[config.mk]
export PLATFORM = sky130hd
export DESIGN_NAME = pipe_ctrl
export DESIGN_NICKNAME = d
export VERILOG_FILES = /design/src/rtl/pipe_pkg.sv /design/src/rtl/pipe_decode.sv /design/src/rtl/pipe_ctrl.sv
export SDC_FILE = /design/constraint.sdc
export NUM_CORES = 1
export LEC_CHECK = 0
export ABC_AREA = 1
export CAP_MARGIN = 20
export CORE_UTILIZATION = 47
export CTS_CLUSTER_SIZE = 14
export DETAILED_ROUTE_END_ITERATION = 12
export PLACE_DENSITY = 0.79
export SLEW_MARGIN = 20
export SYNTH_ARGS = -nofsm -noshare
export SYNTH_HDL_FRONTEND = slang
export SYNTH_SLANG_ARGS = --single-unit
[constraint.sdc]
create_clock -name clk -period 2.1 [get_ports clk]
set_input_delay 0.315 -clock clk [delete_from_list [all_inputs] [get_ports clk]]
set_output_delay 0.315 -clock clk [all_outputs]
set_load 0.005 [all_outputs]
[src/rtl/pipe_pkg.sv]
// Shared types and constants for the pipelined RV32I control unit.
// Holds the RV32I major opcodes, the ALU operation and forwarding-select
// encodings, the per-stage control record (ctrl_t) with its bubble value,
// and the forwarding-select helper used for both ALU sources.
package pipe_pkg;

  localparam int CTRL_ALU_W   = 4;
  localparam int CTRL_RADDR_W = 5;

  localparam logic [6:0] OP_R      = 7'b0110011;
  localparam logic [6:0] OP_I_ALU  = 7'b0010011;
  localparam logic [6:0] OP_LOAD   = 7'b0000011;
  localparam logic [6:0] OP_STORE  = 7'b0100011;
  localparam logic [6:0] OP_BRANCH = 7'b1100011;
  localparam logic [6:0] OP_JAL    = 7'b1101111;
  localparam logic [6:0] OP_JALR   = 7'b1100111;
  localparam logic [6:0] OP_LUI    = 7'b0110111;
  localparam logic [6:0] OP_AUIPC  = 7'b0010111;

  typedef enum logic [CTRL_ALU_W-1:0] {
    ALU_ADD   = 4'd0,
    ALU_SUB   = 4'd1,
    ALU_SLL   = 4'd2,
    ALU_SLT   = 4'd3,
    ALU_SLTU  = 4'd4,
    ALU_XOR   = 4'd5,
    ALU_SRL   = 4'd6,
    ALU_SRA   = 4'd7,
    ALU_OR    = 4'd8,
    ALU_AND   = 4'd9,
    ALU_PASSB = 4'd10
  } alu_op_e;

  typedef enum logic [1:0] {
    FWD_REGFILE = 2'b00,
    FWD_EX_MEM  = 2'b01,
    FWD_MEM_WB  = 2'b10
  } fwd_sel_e;

  typedef struct packed {
    logic                    reg_we;
    logic [CTRL_RADDR_W-1:0] rd;
    logic [CTRL_RADDR_W-1:0] rs1;
    logic [CTRL_RADDR_W-1:0] rs2;
    logic                    mem_rd;
    logic                    mem_wr;
    logic                    src1_pc;
    logic                    src2_imm;
    alu_op_e                 alu_ctrl;
    logic                    illegal;
  } ctrl_t;

  localparam ctrl_t CTRL_BUBBLE = '{
    reg_we:   1'b0,
    rd:       '0,
    rs1:      '0,
    rs2:      '0,
    mem_rd:   1'b0,
    mem_wr:   1'b0,
    src1_pc:  1'b0,
    src2_imm: 1'b0,
    alu_ctrl: ALU_ADD,
    illegal:  1'b0
  };

  // The younger producer (EX/MEM) wins over MEM/WB; x0 is never forwarded.
  function automatic fwd_sel_e fwd_pick(input logic [CTRL_RADDR_W-1:0] rs,
                                        input ctrl_t ex_mem,
                                        input ctrl_t mem_wb);
    if (ex_mem.reg_we && ex_mem.rd != '0 && ex_mem.rd == rs)
      return FWD_EX_MEM;
    else if (mem_wb.reg_we && mem_wb.rd != '0 && mem_wb.rd == rs)
      return FWD_MEM_WB;
    else
      return FWD_REGFILE;
  endfunction

endpackage

[src/rtl/pipe_decode.sv]
// Combinational ID-stage decoder.
// Ports:
//   instr - 32-bit instruction in ID
//   ctrl  - decoded control record; unknown opcodes yield a bubble with
//           illegal set. Unused rs fields are 0, reg_we is 0 when rd is x0.
module pipe_decode
  import pipe_pkg::*;
(
  input  logic [31:0] instr,
  output ctrl_t       ctrl
);

  logic [6:0] opcode;
  logic [2:0] funct3;
  logic       funct7_b5;
  logic [CTRL_RADDR_W-1:0] rd_f, rs1_f, rs2_f;
  alu_op_e    alu_f3;

  assign opcode    = instr[6:0];
  assign rd_f      = instr[11:7];
  assign funct3    = instr[14:12];
  assign rs1_f     = instr[19:15];
  assign rs2_f     = instr[24:20];
  assign funct7_b5 = instr[30];

  // Immediate bits belong to the datapath, not to control.
  logic unused_instr_bits;
  assign unused_instr_bits = ^instr;

  // funct3 mapping shared by R-type and I-ALU; the SUB case is patched
  // below because I-ALU never subtracts.
  always_comb begin
    unique case (funct3)
      3'b000:  alu_f3 = funct7_b5 ? ALU_SUB : ALU_ADD;
      3'b001:  alu_f3 = ALU_SLL;
      3'b010:  alu_f3 = ALU_SLT;
      3'b011:  alu_f3 = ALU_SLTU;
      3'b100:  alu_f3 = ALU_XOR;
      3'b101:  alu_f3 = funct7_b5 ? ALU_SRA : ALU_SRL;
      3'b110:  alu_f3 = ALU_OR;
      default: alu_f3 = ALU_AND;
    endcase
  end

  always_comb begin
    // NOTE: every field gets a default first so no path through the case
    // can leave a field unassigned and infer a latch.
    ctrl = CTRL_BUBBLE;
    unique case (opcode)
      OP_R: begin
        ctrl.reg_we = 1'b1; ctrl.rd = rd_f; ctrl.rs1 = rs1_f; ctrl.rs2 = rs2_f;
        ctrl.alu_ctrl = alu_f3;
      end
      OP_I_ALU: begin
        ctrl.reg_we = 1'b1; ctrl.rd = rd_f; ctrl.rs1 = rs1_f;
        ctrl.src2_imm = 1'b1;
        ctrl.alu_ctrl = (funct3 == 3'b000) ? ALU_ADD : alu_f3;
      end
      OP_LOAD: begin
        ctrl.reg_we = 1'b1; ctrl.rd = rd_f; ctrl.rs1 = rs1_f;
        ctrl.src2_imm = 1'b1; ctrl.mem_rd = 1'b1;
      end
      OP_STORE: begin
        ctrl.rs1 = rs1_f; ctrl.rs2 = rs2_f;
        ctrl.src2_imm = 1'b1; ctrl.mem_wr = 1'b1;
      end
      OP_BRANCH: begin
        ctrl.rs1 = rs1_f; ctrl.rs2 = rs2_f;
        ctrl.alu_ctrl = ALU_SUB;
      end
      OP_JAL: begin
        ctrl.reg_we = 1'b1; ctrl.rd = rd_f;
        ctrl.src1_pc = 1'b1; ctrl.src2_imm = 1'b1;
      end
      OP_JALR: begin
        ctrl.reg_we = 1'b1; ctrl.rd = rd_f; ctrl.rs1 = rs1_f;
        ctrl.src1_pc = 1'b1; ctrl.src2_imm = 1'b1;
      end
      OP_AUIPC: begin
        ctrl.reg_we = 1'b1; ctrl.rd = rd_f;
        ctrl.src1_pc = 1'b1; ctrl.src2_imm = 1'b1;
      end
      OP_LUI: begin
        ctrl.reg_we = 1'b1; ctrl.rd = rd_f;
        ctrl.src2_imm = 1'b1; ctrl.alu_ctrl = ALU_PASSB;
      end
      default: ctrl.illegal = 1'b1;
    endcase
    // Writes to x0 are architecturally discarded; dropping them here keeps
    // them out of hazard and forwarding logic.
    if (ctrl.rd == '0) ctrl.reg_we = 1'b0;
  end

endmodule

[src/rtl/pipe_ctrl.sv]
// Pipelined control unit for the 5-stage RV32I core.
// Decodes ID, carries control through ID/EX, EX/MEM, MEM/WB, and produces
// load-use stall, branch flush and ALU forwarding selects.
// Ports:
//   clk, rst          - clock, synchronous active-high reset
//   id_valid/id_instr - ID-stage instruction
//   ex_branch_taken   - EX resolved a taken control transfer
//   stall, flush      - combinational hazard controls for PC and IF/ID
//   ex_*              - ALU control, source and forward selects (ID/EX)
//   mem_rd_en/wr_en   - data-memory enables (EX/MEM)
//   wb_*              - register write controls (MEM/WB)
module pipe_ctrl
  import pipe_pkg::*;
#(
  parameter int ALU_CTRL_W = 4,
  parameter int RADDR_W    = 5
) (
  input  logic                  clk,
  input  logic                  rst,
  input  logic                  id_valid,
  input  logic [31:0]           id_instr,
  input  logic                  ex_branch_taken,
  output logic                  stall,
  output logic                  flush,
  output logic [ALU_CTRL_W-1:0] ex_alu_ctrl,
  output logic                  ex_src1_pc,
  output logic                  ex_src2_imm,
  output logic [1:0]            ex_fwd1_sel,
  output logic [1:0]            ex_fwd2_sel,
  output logic                  ex_illegal,
  output logic                  mem_rd_en,
  output logic                  mem_wr_en,
  output logic                  wb_reg_we,
  output logic [RADDR_W-1:0]    wb_rd,
  output logic                  wb_from_mem
);

  ctrl_t id_dec, id_ex, ex_mem, mem_wb;
  logic  load_use;

  pipe_decode u_decode (
    .instr (id_instr),
    .ctrl  (id_dec)
  );

  // Unused rs fields decode to 0 and a hazarding load has rd != 0, so an
  // unused source can never match.
  assign load_use = id_ex.mem_rd && (id_ex.rd != '0) &&
                    ((id_dec.rs1 == id_ex.rd) || (id_dec.rs2 == id_ex.rd));
  assign flush    = ex_branch_taken;
  assign stall    = load_use && id_valid && !flush;

  always_ff @(posedge clk) begin
    // NOTE: pipeline state uses non-blocking assignments so each stage
    // samples the previous stage's value from before this edge.
    if (rst) begin
      id_ex  <= CTRL_BUBBLE;
      ex_mem <= CTRL_BUBBLE;
      mem_wb <= CTRL_BUBBLE;
    end else begin
      if (flush || stall || !id_valid) id_ex <= CTRL_BUBBLE;
      else                             id_ex <= id_dec;
      ex_mem <= id_ex;
      mem_wb <= ex_mem;
    end
  end

  assign ex_fwd1_sel = fwd_pick(id_ex.rs1, ex_mem, mem_wb);
  assign ex_fwd2_sel = fwd_pick(id_ex.rs2, ex_mem, mem_wb);

  assign ex_alu_ctrl = ALU_CTRL_W'(id_ex.alu_ctrl);
  assign ex_src1_pc  = id_ex.src1_pc;
  assign ex_src2_imm = id_ex.src2_imm;
  assign ex_illegal  = id_ex.illegal;
  assign mem_rd_en   = ex_mem.mem_rd;
  assign mem_wr_en   = ex_mem.mem_wr;
  assign wb_reg_we   = mem_wb.reg_we;
  assign wb_rd       = RADDR_W'(mem_wb.rd);
  assign wb_from_mem = mem_wb.mem_rd;

  // Later stages carry the full record; only some fields drive outputs.
  logic unused_stage_bits;
  assign unused_stage_bits = ^{ex_mem, mem_wb};

endmodule

==> results of run 1 <==
[placed cells by master (no fill, tap or decap), types with 2 or more instances in the layout]
cell             Yosys  layout
clkbuf_8             0       5
nand4_1              2       2
xnor2_1              9       9
clkdlybuf4s50_1      0      39
inv_4                0       2
a21oi_1              3       3
nor4_2               0       2
buf_12               1       2
nor3_1               4       4
clkdlybuf4s15_1      0       2
nor2_4               2       5
o21ai_0              7       6
nand2_1             41      37
clkbuf_2             0       3
dfxtp_1             40      35
nor2_2              13      13
inv_2                2       5
dfxtp_4              0       2
dlymetal6s2s_1       0       3
nor2_1              48      45
nand3_1             17      16
nand2_2              2       5
buf_2                0       4
xor2_1              13      13
dfxtp_2              0       3
inv_1               36      31
nor4_1               4       2
nand2_4              3       5
buf_4                5      26
[registers in the layout, indices dropped and copies added (netlist names)]
| register | count |
|---|---|
| ex_src1_pc | 1 |
| ex_alu_ctrl | 4 |
| mem_rd_en | 1 |
| wb_from_mem | 1 |
| ex_mem | 6 |
| ex_illegal | 1 |
| wb_reg_we | 1 |
| wb_rd | 5 |
| mem_wr_en | 1 |
| id_ex | 18 |
| ex_src2_imm | 1 |
[cells by family (layout without fill, tap and decap cells)]
family	Yosys count	after routing	share of synthesized area
compound gates	16	16	0.05130
flops	40	40	0.4053
buf+inv	48	126	0.1127
xor+xnor	22	22	0.09753
simple gates	140	141	0.3331
[how the worst max path moves through the flow]
stage,slack (ps),endpoint,start
2_1_floorplan,410,stall,id_instr[2]
3_3_place_gp,-660,stall,id_instr[2]
6_report,50,stall,id_instr[4]
5_1_grt,-90,stall,id_instr[2]
4_1_cts,2,stall,id_instr[1]
3_5_place_dp,-670,stall,id_instr[3]
[final cells by class]
cell class              instances  area share
clock buffers                   5     0.02367
clock inverters                 3     0.01463
inverters                      38     0.05077
multi-input cells             179      0.3593
flip-flops and latches         40      0.2793
well taps                      50     0.02151
repair buffers                 80      0.2509
[layer usage]
metal	global-route usage	up-vias	share of wire
met2	0.4596	53	0.55
li1	-	977	-
met4	0.08777	0	0.023
met5	0	-	0
met3	0.04110	10	0.036
met1	0.2484	880	0.39
[what timing repair did]
| item | 4_1_cts | 5_1_grt |
|---|---|---|
| setup buffers | 5 | 3 |
| endpoints found under the setup margin | 11 | 5 |
| resized for setup | 52 | 14 |
| cloned | 1 | 0 |
| pin swaps | 19 | 9 |
[where the power goes]
part / internal (mW) / total (mW) / switching (mW)
Clock: 0.351 / 0.617 / 0.266
Combinational: 0.0855 / 0.165 / 0.0796
Sequential: 0.758 / 0.759 / 0.00156
Total: 1.19 / 1.54 / 0.347
[through the flow]
step	hold slack (ps)	cells	setup TNS [ps]	setup WS (ps)	area, sq um
2_1_floorplan	388.3	266	0	410.3	1976
3_3_place_gp	402.2	378	-7347	-659.1	2651
3_5_place_dp	402.1	378	-7923	-672.9	2651
4_1_cts	403.3	392	0	2.223	2874
5_1_grt	434.9	395	-93.20	-93.20	2908
6_report	400.4	395	0	51.35	2908
[worst max-delay path: cells and delay by family]
| kind | cells | cell delay (ps) |
|---|---|---|
| buffers and inverters | 3 | 390 |
| and+or+nand+nor | 12 | 1020 |
==> flow_metrics.py, run 1 <==
metrics = {
    "die": {
        "die-area_sq_um": 4467,
        "io_pins": 58,
        "die_height_um": 66.84,
        "core_sq_um": 4029,
        "initial_core_util": 0.4904,
        "row_count": 23,
        "die_width_um": 66.84,
    },
    "critical_path": {
        "worst_setup_path_start_kind": "input port",
        "setup.worst_path.end_class": "primary output",
        "crit_path_max_incr_delay_ps": 170,
        "critPathArrivalTime_ps": 1730,
        "timing.rr.end": "id_ex[11]",
        "critPathSlowestCell": "clkdlybuf4s15_1",
        "crit_fanout": 5,
        "cp_cell_sequence": "clkdlybuf4s15_1, inv_2, nand3_4, nor2_4, nor2_4, nand2_4, nand2_2, nand2_1, nand2_1, nor2_1, nand3_1, nand2_1, nand2_2, nor2_1, buf_2",
        "crit_required_ps": 1780,
        "reg2reg_slack_ps": 450,
        "criticalPathCategory": "input port to primary output",
        "rr_startpoint": "id_ex[22]",
        "rr_worst_depth": 10,
        "crit_top_cell": "nand2_1",
    },
    "clocking": {
        "cts_tree": "built",
        "clk_pin_slew_worst_paths_ps": 80,
        "clock_latency_ps": 300,
        "htree_levels": 2,
        "cts_num_sinks": 40,
        "cts_max_path_buffers": 2,
        "root_buffer": "clkbuf_8",
        "cts.hold.buffers_added": 0,
        "cts_buffers": 5,
    },
    "synth": {
        "synth_top_flop_cell": "dfxtp_1",
        "synth_cells": 266,
        "syn-cell-area_sq_um": 1976,
        "syn_area_per_cell_sq_um": 7.427,
        "yosys.cell_types.count": 32,
        "synth_fp_nets": 302,
        "netlist_top_cells_count": "nor2_1, nand2_1, dfxtp_1, inv_1, nand3_1",
        "yosysTopAreaCellShare": 0.4053,
        "ys_async_sr_fraction": 0,
        "synth_edf_count": 0,
        "yosys_warnings": 0,
        "ys_seq_elements": 40,
        "yosysSeqAreaShare": 0.4053,
        "yosys-top-cells-area": "dfxtp_1, nor2_1, nand2_1",
        "yosysMostFrequentCell": "nor2_1",
        "synth_top_area_cell": "dfxtp_1",
    },
    "sta": {
        "drv_slew": 0,
        "hold_viol_final": 0,
        "post-route-period-util": 0.9755,
        "slew_headroom": 0.7406,
        "tightest_slew_ps": 388.3,
        "period_needed_ps": 2049,
        "rsz0062_at_grt": "yes",
        "skew_ps": 10.10,
        "setup_violations": 0,
        "fmax_ghz": 0.4881,
    },
    "finish": {
        "drive_gt1_frac": 0.2696,
        "antenna_cells": 0,
        "syn2layout_area_growth_pct": 47.18,
        "final_core_util": 0.7217,
        "fin_nets": 380,
        "multiInputGateArea_sq_um": 1045,
        "fillers": 302,
        "seqCellArea_sq_um": 812.0,
    },
    "pwr": {
        "p_leak_nw": 1.348,
        "fin_total_pwr_mw": 1.541,
        "powerDensity_nw_per_um2": 530.0,
        "peakVddDrop_v": 0.0002830,
    },
    "grt": {
        "grt_pass1_vias": 1785,
        "antenna_found_initial": 0,
        "grt_max_degree": 17,
        "grt_pass1_wl_um": 7790,
        "grt-ovfl-total": 0,
        "grt_usage": 0.2369,
    },
    "min_path": {
        "hold-path-endpoint": "mem_wr_en",
        "hold_start": "id_ex[7]",
        "min_path_cells": 2,
        "min_path_type": "register to register",
    },
    "routing": {
        "drtPass1Iterations": 4,
        "via_per_inst": 4.861,
        "drc_errors": 0,
        "wl_per_cell_um": 12.29,
        "ant_nets": 0,
        "drtIter0Drc": 92,
        "vias": 1920,
        "routed_wl_um": 4855,
    },
    "run_status": {
        "status": "finished, final reports clean",
    },
    "placed_design": {
        "hpwl_um": 3511,
        "place_congestion": 0.8847,
        "port_buffers": 51,
    },
    "run": {
        "max_cap_viol_count": 0,
    },
}
(Power assumes the default switching activity.)
==> inputs of run 2 (changes only) <==
--- a/config.mk
+++ b/config.mk
@@ -11,7 +11,6 @@
 export CTS_CLUSTER_SIZE = 14
 export DETAILED_ROUTE_END_ITERATION = 12
 export PLACE_DENSITY = 0.79
-export SLEW_MARGIN = 20
 export SYNTH_ARGS = -nofsm -noshare
 export SYNTH_HDL_FRONTEND = slang
 export SYNTH_SLANG_ARGS = --single-unit
==> results of run 2 <==
Final layout, timing and power as in run 1 (identical DEF).
==> inputs of run 3 (changes only) <==
--- a/config.mk
+++ b/config.mk
@@ -7,10 +7,12 @@
 export LEC_CHECK = 0
 export ABC_AREA = 1
 export CAP_MARGIN = 20
+export CORE_MARGIN = 2
 export CORE_UTILIZATION = 47
 export CTS_CLUSTER_SIZE = 14
 export DETAILED_ROUTE_END_ITERATION = 12
 export PLACE_DENSITY = 0.79
+export REMOVE_ABC_BUFFERS = 1
 export SYNTH_ARGS = -nofsm -noshare
 export SYNTH_HDL_FRONTEND = slang
 export SYNTH_SLANG_ARGS = --single-unit
==> flow_metrics.py, run 3 (same netlist as run 1, synthesis figures left out) <==
metrics = {
    "run_status": {
        "status": "finished, final reports clean",
    },
    "placed_design": {
        "placed_cell_area_sq_um": 2651,
        "place_congestion": 0.8474,
        "hpwl_um": 3417,
        "dp_slack_ps": -784.8,
        "port_buffers": 51,
    },
    "clocking": {
        "htree_levels": 2,
        "cts_max_path_buffers": 2,
        "root_buffer": "clkbuf_8",
        "cts_buffers": 5,
        "cts_tree": "built",
        "cts.hold.buffers_added": 0,
        "clk_pin_slew_worst_paths_ps": 80,
        "cts_num_sinks": 40,
        "clock_latency_ps": 310,
    },
    "finish": {
        "final_area_sq_um": 2973,
        "antenna_cells": 0,
        "syn2layout_area_growth_pct": 50.47,
        "largest_reg_flops": 18,
        "fin_nets": 382,
        "fillers": 312,
        "final_common_cell": "nor2_1",
        "most-common-layout-cells": "nor2_1, clkdlybuf4s50_1, dfxtp_1",
        "drive_gt1_frac": 0.3084,
        "regMostFlops": "id_ex",
        "final_core_util": 0.7379,
    },
    "routing": {
        "wl_per_cell_um": 12.65,
        "routed_wl_um": 5021,
        "drtIter0Drc": 85,
        "drtPass1Iterations": 4,
        "ant_nets": 0,
        "vias": 1928,
        "via_per_inst": 4.856,
        "drc_errors": 0,
    },
    "critical_path": {
        "crit_top_cell": "nand2_2",
        "criticalPathCategory": "input port to primary output",
        "critPathSlowestCell": "nor2_4",
        "crit_path_max_incr_delay_ps": 150,
        "rr_startpoint": "id_ex[19]",
        "worst_setup_path_start_kind": "input port",
        "cp-startpoint": "id_instr[2]",
        "cp_cell_sequence": "buf_4, inv_4, nand2_4, nor2_4, o21ai_4, nand2_4, nand2_2, nand2_1, nand2_1, nor2_1, nand3_2, nand2_2, nand2_2, nor2_1, buf_2",
        "crit_fanout": 5,
        "crit_required_ps": 1780,
        "setup.worst_path.end_class": "primary output",
        "critPathArrivalTime_ps": 1740,
    },
    "sta": {
        "period_needed_ps": 2057,
        "slew_headroom": 0.7674,
        "skew_ps": 12.44,
        "hold_viol_final": 0,
        "tightest_slew_ps": 345.3,
        "fin_ws_ps": 43.16,
        "fmax_ghz": 0.4862,
        "drv_slew": 0,
        "setup_violations": 0,
        "post-route-period-util": 0.9794,
    },
    "die": {
        "row_count": 23,
        "die_height_um": 68.84,
        "die_width_um": 68.84,
        "io_pins": 58,
        "die-area_sq_um": 4738,
        "core_sq_um": 4029,
        "initial_core_util": 0.4904,
    },
    "grt": {
        "grt_usage": 0.2260,
        "grt-ovfl-total": 0,
        "antenna_found_initial": 0,
        "grt_max_degree": 16,
        "grt_pass1_wl_um": 7866,
        "grt_pass1_vias": 1889,
    },
    "pwr": {
        "fin_total_pwr_mw": 1.574,
        "p_leak_nw": 1.333,
        "powerDensity_nw_per_um2": 529.5,
        "peakVddDrop_v": 0.0003079,
    },
    "min_path": {
        "min_path_type": "register to register",
        "hold_start": "id_ex[24]",
    },
    "run": {
        "max_cap_viol_count": 0,
    },
}
run 3: cell count changes in the layout (fill, tap and decap cells not counted), moves of 3 or more:
cell / delta
nand2_2: +9
nand2_1: -10
dlymetal6s2s_1: -3
buf_4: +4
dlygate4sd2_1: +4
run 3: layout make-up:
class / instances / area (sq um) / area share
multi-input cells: 179 / 1112 / 0.3742
flip-flops and latches: 40 / 804.5 / 0.2706
repair buffers: 82 / 732.0 / 0.2462
inverters: 38 / 150.1 / 0.05051
clock buffers: 5 / 68.82 / 0.02315
well taps: 50 / 62.56 / 0.02104
clock inverters: 3 / 42.54 / 0.01431
run 3: final timing paths:
check / to / slack (ps) / depth (start not counted)
hold reg to reg: ex_mem[24] / 410 / 2
hold / removal: ex_mem[24] / 410 / 2
setup reg to reg: ex_alu_ctrl[3] / 540 / 11
setup / recovery: stall / 40 / 15
run 3: timing repair:
item,CTS,global route
buffers inserted,7,3
pin swaps,19,16
endpoints found under the setup margin,30,1
gates resized for setup,64,21
cloned,1,0
run 3: per-layer routing:
layer / vias up / share of wire / global-route usage / routed length (um)
met5: - / 0 / 0 / 0
met4: 0 / 0.027 / 0.08824 / 137
met3: 15 / 0.049 / 0.05032 / 244
met2: 58 / 0.55 / 0.4399 / 2755
met1: 877 / 0.38 / 0.2306 / 1883
li1: 978 / - / - / -
run 3: power breakdown:
| part | switching [mW] | total [mW] | internal [mW] |
|---|---|---|---|
| Clock | 0.278 | 0.630 | 0.351 |
| Combinational | 0.0901 | 0.183 | 0.0925 |
| Sequential | 0.00149 | 0.762 | 0.760 |
| Total | 0.370 | 1.57 | 1.20 |
run 3: metrics by stage:
stage          hold WS [ps]  setup TNS (ps)  std cells
2_1_floorplan         386.2               0        256
3_3_place_gp          393.9           -9845        378
3_5_place_dp          396.1          -10890        378
4_1_cts               413.5               0        394
5_1_grt               447.6          -30.54        397
6_report              413.7               0        397
run 3: worst max-delay path: cells and delay by family:
kind	cells	cell delay, ps
buffers and inverters	3	320
AO/OA/AOI/OAI	1	110
AND/OR/NAND/NOR	11	980
